<file path="src/rtl/hammer_strike_ctrl.sv">
// Hammer sprite sequencer: on every frame start it writes position and pose code
// to the sprite core, and steps RAISE -> STRIKE -> RETURN after a strike request.
module hammer_strike_ctrl #(
    parameter int         DWELL       = 4,
    parameter logic [4:0] CTRL_IDLE   = 5'b00100,
    parameter logic [4:0] CTRL_RAISE  = 5'b01000,
    parameter logic [4:0] CTRL_STRIKE = 5'b01100,
    parameter logic [4:0] CTRL_RETURN = 5'b01000
) (
    input  logic        clk,
    input  logic        reset,
    input  logic [10:0] x,
    input  logic [10:0] y,
    input  logic [10:0] tgt_x,
    input  logic [10:0] tgt_y,
    input  logic        strike,
    output logic        cs,
    output logic        write,
    output logic [13:0] addr,
    output logic [31:0] wr_data,
    output logic        busy,
    output logic        hit,
    output logic        done
);

    typedef enum logic [1:0] {S_IDLE, S_RAISE, S_STRIKE, S_RETURN} state_t;

    localparam logic [3:0] LAST = 4'(DWELL - 1);

    state_t      state, state_nxt;
    logic [3:0]  cnt, cnt_nxt;
    logic        hit_nxt, done_nxt;
    logic        cond, cond_p1, sof_p1;
    logic [1:0]  bcnt;
    logic        pending;
    logic        sof_go, accept;
    logic [4:0]  ctrl_cur;
    logic [10:0] pos_x, pos_y, burst_y;
    logic [4:0]  burst_ctrl;

    assign cond   = (x == 11'd0) && (y == 11'd0);
    // A frame start that lands inside a burst is dropped entirely.
    assign sof_go = sof_p1 && (bcnt == 2'd0);
    assign accept = pending && (state == S_IDLE) && (bcnt == 2'd0) && !sof_p1;
    assign busy   = (state != S_IDLE) || pending;

    always_ff @(posedge clk) begin
        if (reset) begin
            state <= S_IDLE;
            cnt   <= '0;
            hit   <= 1'b0;
            done  <= 1'b0;
        end else begin
            state <= state_nxt;
            cnt   <= cnt_nxt;
            hit   <= hit_nxt;
            done  <= done_nxt;
        end
    end

    always_comb begin
        state_nxt = state;
        cnt_nxt   = cnt;
        hit_nxt   = 1'b0;
        done_nxt  = 1'b0;
        ctrl_cur  = CTRL_IDLE;
        case (state)
            S_IDLE: begin
                if (accept) begin
                    state_nxt = S_RAISE;
                    cnt_nxt   = '0;
                end
            end
            default: begin
                case (state)
                    S_RAISE:  ctrl_cur = CTRL_RAISE;
                    S_STRIKE: ctrl_cur = CTRL_STRIKE;
                    default:  ctrl_cur = CTRL_RETURN;
                endcase
                if (sof_go) begin
                    if (cnt == LAST) begin
                        cnt_nxt = '0;
                        case (state)
                            S_RAISE: begin
                                state_nxt = S_STRIKE;
                                hit_nxt   = 1'b1;
                            end
                            S_STRIKE: state_nxt = S_RETURN;
                            default: begin
                                state_nxt = S_IDLE;
                                done_nxt  = 1'b1;
                            end
                        endcase
                    end else begin
                        cnt_nxt = cnt + 4'd1;
                    end
                end
            end
        endcase
    end

    // Stage p1: frame-start edge detect, strike request, write burst
    always_ff @(posedge clk) begin
        if (reset) begin
            cond_p1 <= 1'b1;
            sof_p1  <= 1'b0;
            pending <= 1'b0;
            bcnt    <= 2'd0;
            cs      <= 1'b0;
            write   <= 1'b0;
            addr    <= 14'h0;
            wr_data <= 32'h0;
        end else begin
            cond_p1 <= cond;
            sof_p1  <= cond && !cond_p1;
            if (accept)
                pending <= 1'b0;
            else if (strike && !busy)
                pending <= 1'b1;
            case (bcnt)
                2'd0: begin
                    if (sof_go) begin
                        bcnt    <= 2'd1;
                        cs      <= 1'b1;
                        write   <= 1'b1;
                        addr    <= 14'h2001;
                        wr_data <= {21'd0, (state == S_IDLE) ? tgt_x : pos_x};
                    end else begin
                        cs      <= 1'b0;
                        write   <= 1'b0;
                        addr    <= 14'h0;
                        wr_data <= 32'h0;
                    end
                end
                2'd1: begin
                    bcnt    <= 2'd2;
                    addr    <= 14'h2002;
                    wr_data <= {21'd0, burst_y};
                end
                2'd2: begin
                    bcnt    <= 2'd3;
                    addr    <= 14'h2003;
                    wr_data <= {27'd0, burst_ctrl};
                end
                default: begin
                    bcnt    <= 2'd0;
                    cs      <= 1'b0;
                    write   <= 1'b0;
                    addr    <= 14'h0;
                    wr_data <= 32'h0;
                end
            endcase
        end
    end

    // Burst payload is frozen at frame start so all three writes agree.
    always_ff @(posedge clk) begin
        if (accept) begin
            pos_x <= tgt_x;
            pos_y <= tgt_y;
        end
        if (sof_go) begin
            burst_y    <= (state == S_IDLE) ? tgt_y : pos_y;
            burst_ctrl <= ctrl_cur;
        end
    end

endmodule
</file>
<file path="config.mk">
export PLATFORM = sky130hd
export DESIGN_NAME = hammer_strike_ctrl
export DESIGN_NICKNAME = d
export VERILOG_FILES = /design/src/rtl/hammer_strike_ctrl.sv
export SDC_FILE = /design/constraint.sdc
export NUM_CORES = 1
export LEC_CHECK = 0
export CORE_ASPECT_RATIO = 1.4
export CORE_MARGIN = 1
export CORE_UTILIZATION = 45
export DETAILED_ROUTE_END_ITERATION = 10
export PLACE_DENSITY = 0.75
export SKIP_LAST_GASP = 1
export SYNTH_ARGS = -nofsm -noshare
export SYNTH_HDL_FRONTEND = slang
export SYNTH_SLANG_ARGS = --single-unit
</file>
<file path="constraint.sdc">
create_clock -name clk -period 2 [get_ports clk]
set_clock_uncertainty 0.1 [all_clocks]
set_input_delay 0.2 -clock clk [delete_from_list [all_inputs] [get_ports clk]]
set_output_delay 0.2 -clock clk [all_outputs]
set_load 0.02 [all_outputs]
</file>
==> results.md <==
* Status: finished, final reports clean
* Critical path startpoint category: register
* Initial core utilization at approximately 46%
* Routed WL per cell at 13.1 um
* WP buf/inv at 3
* Via-to-Cell Ratio at 4.94
* Initial detailed-routing violation count at 72
* Number of hold violations in the final report at 0
* Power per cell area at 765 nW/um^2
* Remaining global-route overflow at 0
* Critical path's largest stage delay at 370 ps
* Pin count of the biggest net entering global routing at 21
* Area of the die at 6670 um^2
* Number of detailed-routing iterations run before antenna repair at 4
* Instance count of the mapped netlist at 224
* Number of diodes added for antenna fixing at 0
* Number of unique standard cell types used by synthesis at 43
* Num Clock Sinks at 63
* Async set or reset register ratio after synthesis at 0%
* Worst setup slack before clock tree synthesis at 177 ps
* Setup repair after global routing missed its margin: false
* Leak pwr at 0.00134 uW
* Post-synthesis cell type with the largest combined area: sky130_fd_sc_hd__edfxtp_1
* Kind of cell adding the most delay to the critical path: buffers and inverters
* Post-CTS Setup Bufs at 0
* Net count of the finished layout at 350
* Area growth syn-to-layout at 26.5%
* Data arrival time at the worst-slack endpoint at 1560 ps
* Class of the most critical hold timing path: reg2reg
* # rows at 34
* Crit-path cells: inv_1 > ha_1 > buf_4 > nand2b_1 > dlygate4sd2_1
* Clock slew at the register clock pins of the worst setup and hold paths at 70 ps
* Die Ht at 96.2 um
* Class of the most critical setup path: reg2out
* Max-slew violation count at 0
* Number of filler cells placed in the layout at 518
* Launching element of the worst setup path: state[0]$_SDFFE_PP0P_
* Count of nets left with antenna violations after detail routing at 0
* Vias in the first global route at 1,713
* Remaining routing DRC violations at 0
* Root cell of the clock tree: sky130_fd_sc_hd__clkbuf_8
* Final worst setup slack at 143 ps
* Initial antenna violation count at 0
* Met2 Use GR at approximately 27%
* Avg Inst Size Synth at ~13 um^2
* Critical Path Fanout Max at 8
* First-pass GRT wire length at slightly above 8000 um
* Crit-path slowest cell: sky130_fd_sc_hd__dfxtp_1
* Leading register cell type out of synthesis: sky130_fd_sc_hd__edfxtp_1
* Busiest grt layer: met2
* Buffers from clock root to sink, at most at 2
* Final wirelength at a little under 5000 um
* Total power consumption of the routed design at 2760 uW
* RD Place Congestion at 0.805
* Cell area reported after detailed placement at 3450 um^2
* Share of post-route cells with drive strength above 1 at 15.0%
* Number of H-tree branching levels at 3
* Final core utilization at 58.5%
* Width of the die at 69.3 um
* Count of flip-flops with a built-in enable after synthesis at 35
* Resized cells post-CTS at 1
* Main area contributors after synthesis: sky130_fd_sc_hd__edfxtp_1 37%, sky130_fd_sc_hd__dfxtp_1 20%, sky130_fd_sc_hd__buf_4 8.9%
* Crit end category: primary output
* Total of max-cap violations at 0
* Largest voltage drop on the vdd net at 0.432 mV
* Insertion delay of the later-clocked pin in the worst-skew pair at 330 ps
* Cell Area, Synth at 2850 um^2
* DR vias at approximately 1,800
* Final period demand of the worst path at 1860 ps
* Total GRT Usage at 16.1%
* HPWL after detailed placement at 3520 um
* Hold buffers post-CTS at 0
* Global Route met3 Usage at 4.29%
* Hold Crit Start: cond_p1$_SDFF_PP1_
* Clock tree from TritonCTS: done
* Most instantiated library cell after synthesis: sky130_fd_sc_hd__edfxtp_1
* Area share of the leading cell type in the synthesized netlist at 36.8%
* Total I/O pin count at 98
* Summed negative setup slack over all endpoints at 0 ps
* Commonest cells in the netlist: 35 x sky130_fd_sc_hd__edfxtp_1, 34 x sky130_fd_sc_hd__buf_4, 28 x sky130_fd_sc_hd__dfxtp_1, 17 x sky130_fd_sc_hd__nor2_1, 13 x sky130_fd_sc_hd__mux2_2
* Post-route standard cell area excluding fillers at 3610 um^2
* Seq cells post-synth at 63
* Number of I/O port buffers at between 60 and 70
* Final cycle utilization of the critical path at 92.9%
* Number of warnings printed during yosys synthesis at 0
* Highest Clock Rate at 0.538 GHz
* Cts bufs inserted at 9
* Required @ worst endpoint at 1700 ps
* Endpoints failing setup at 0
* Sequential element share of the synthesized area at 56.5%
* Met1 Use GR at 18.0%
* Placeable Area at around 6200 um^2
* Worst reg2reg startpoint: bcnt[1]$_SDFFE_PP0P_
flip-flops by register name (all words and copies together), names as in the netlist, 3 cells and up:
name and count:
addr 3, pos_x 11, wr_data 11, pos_y 11, cnt 4, burst_y 11
cell families (layout without fill, tap and decap cells):
logic type / count (synthesis) / count (layout) / synth area share [%]
buffers and inverters: 51 / 96 / 12.4
AO/OA/AOI/OAI: 23 / 23 / 6.40
multiplexers: 26 / 26 / 10.2
adder cells (fa/ha/maj): 8 / 8 / 3.51
other: 1 / 32 / 0.131
AND/OR/NAND/NOR: 52 / 52 / 10.9
flip-flops: 63 / 63 / 56.5
worst paths after layout:
check	endpoint	slack (ps)	cells after the start
worst min-delay path	sof_p1$_SDFF_PP0_	290	1
worst min register to register	sof_p1$_SDFF_PP0_	290	1
worst max register to register	pos_x[10]$_DFFE_PP_	170	5
worst max-delay path	busy	140	5
cell type report:
class | count | area (um^2) | area share [%]
multi-input combinational | 141 | 1010 | 27.9
timing repair buffer | 72 | 714 | 19.8
tap | 72 | 90.1 | 2.50
inverter | 8 | 30.0 | 0.832
clock inverter | 4 | 22.5 | 0.624
clock buffer | 12 | 135 | 3.74
sequential | 63 | 1610 | 44.6
report_power, final:
group	total (uW)	switching, uW	internal, uW	leakage [uW]
logic	401	201	200	0.000710
registers	1450	15.9	1440	0.000547
clock network	906	462	444	0.0000801
per-stage QoR:
stage                     hold slack (ps)  std cells
after global placement                279        356
final                                 289        372
after detailed placement              284        356
after global routing                  307        372
after floorplan                       199        255
after CTS                             293        372
layout by cell type (no fill, tap or decap), drive strengths merged, types with 2 or more instances in the layout:
cell type | synthesis | layout
edfxtp | 35 | 35
dfxtp | 28 | 28
mux2 | 22 | 22
nor4 | 6 | 6
nor2 | 17 | 17
inv | 8 | 8
a211oi | 2 | 2
buf | 41 | 7
nand2b | 3 | 3
mux2i | 4 | 4
ha | 8 | 8
conb | 1 | 32
a22oi | 9 | 9
nand2 | 5 | 5
nand3 | 5 | 5
clkdlybuf4s50 | 0 | 64
a21oi | 5 | 5
clkbuf | 2 | 12
nor3 | 2 | 2
nor3b | 2 | 2
a222oi | 2 | 2
or3 | 2 | 2
nand4b | 2 | 2
clkinv | 0 | 3
worst reg2reg max path, stage by stage, from the launching register on:
cell and delay (ps):
sky130_fd_sc_hd__dfxtp_1 330, sky130_fd_sc_hd__inv_1 120, sky130_fd_sc_hd__ha_1 340, sky130_fd_sc_hd__nand4b_2 200, sky130_fd_sc_hd__inv_2 240, sky130_fd_sc_hd__buf_12 190
layer usage:
layer	vias to the layer above	share of wire, %
li1	881	-
met1	874	42
met2	70	50
met3	11	5.2
met4	0	2.9
met5	-	0
(Power assumes the default switching activity.)
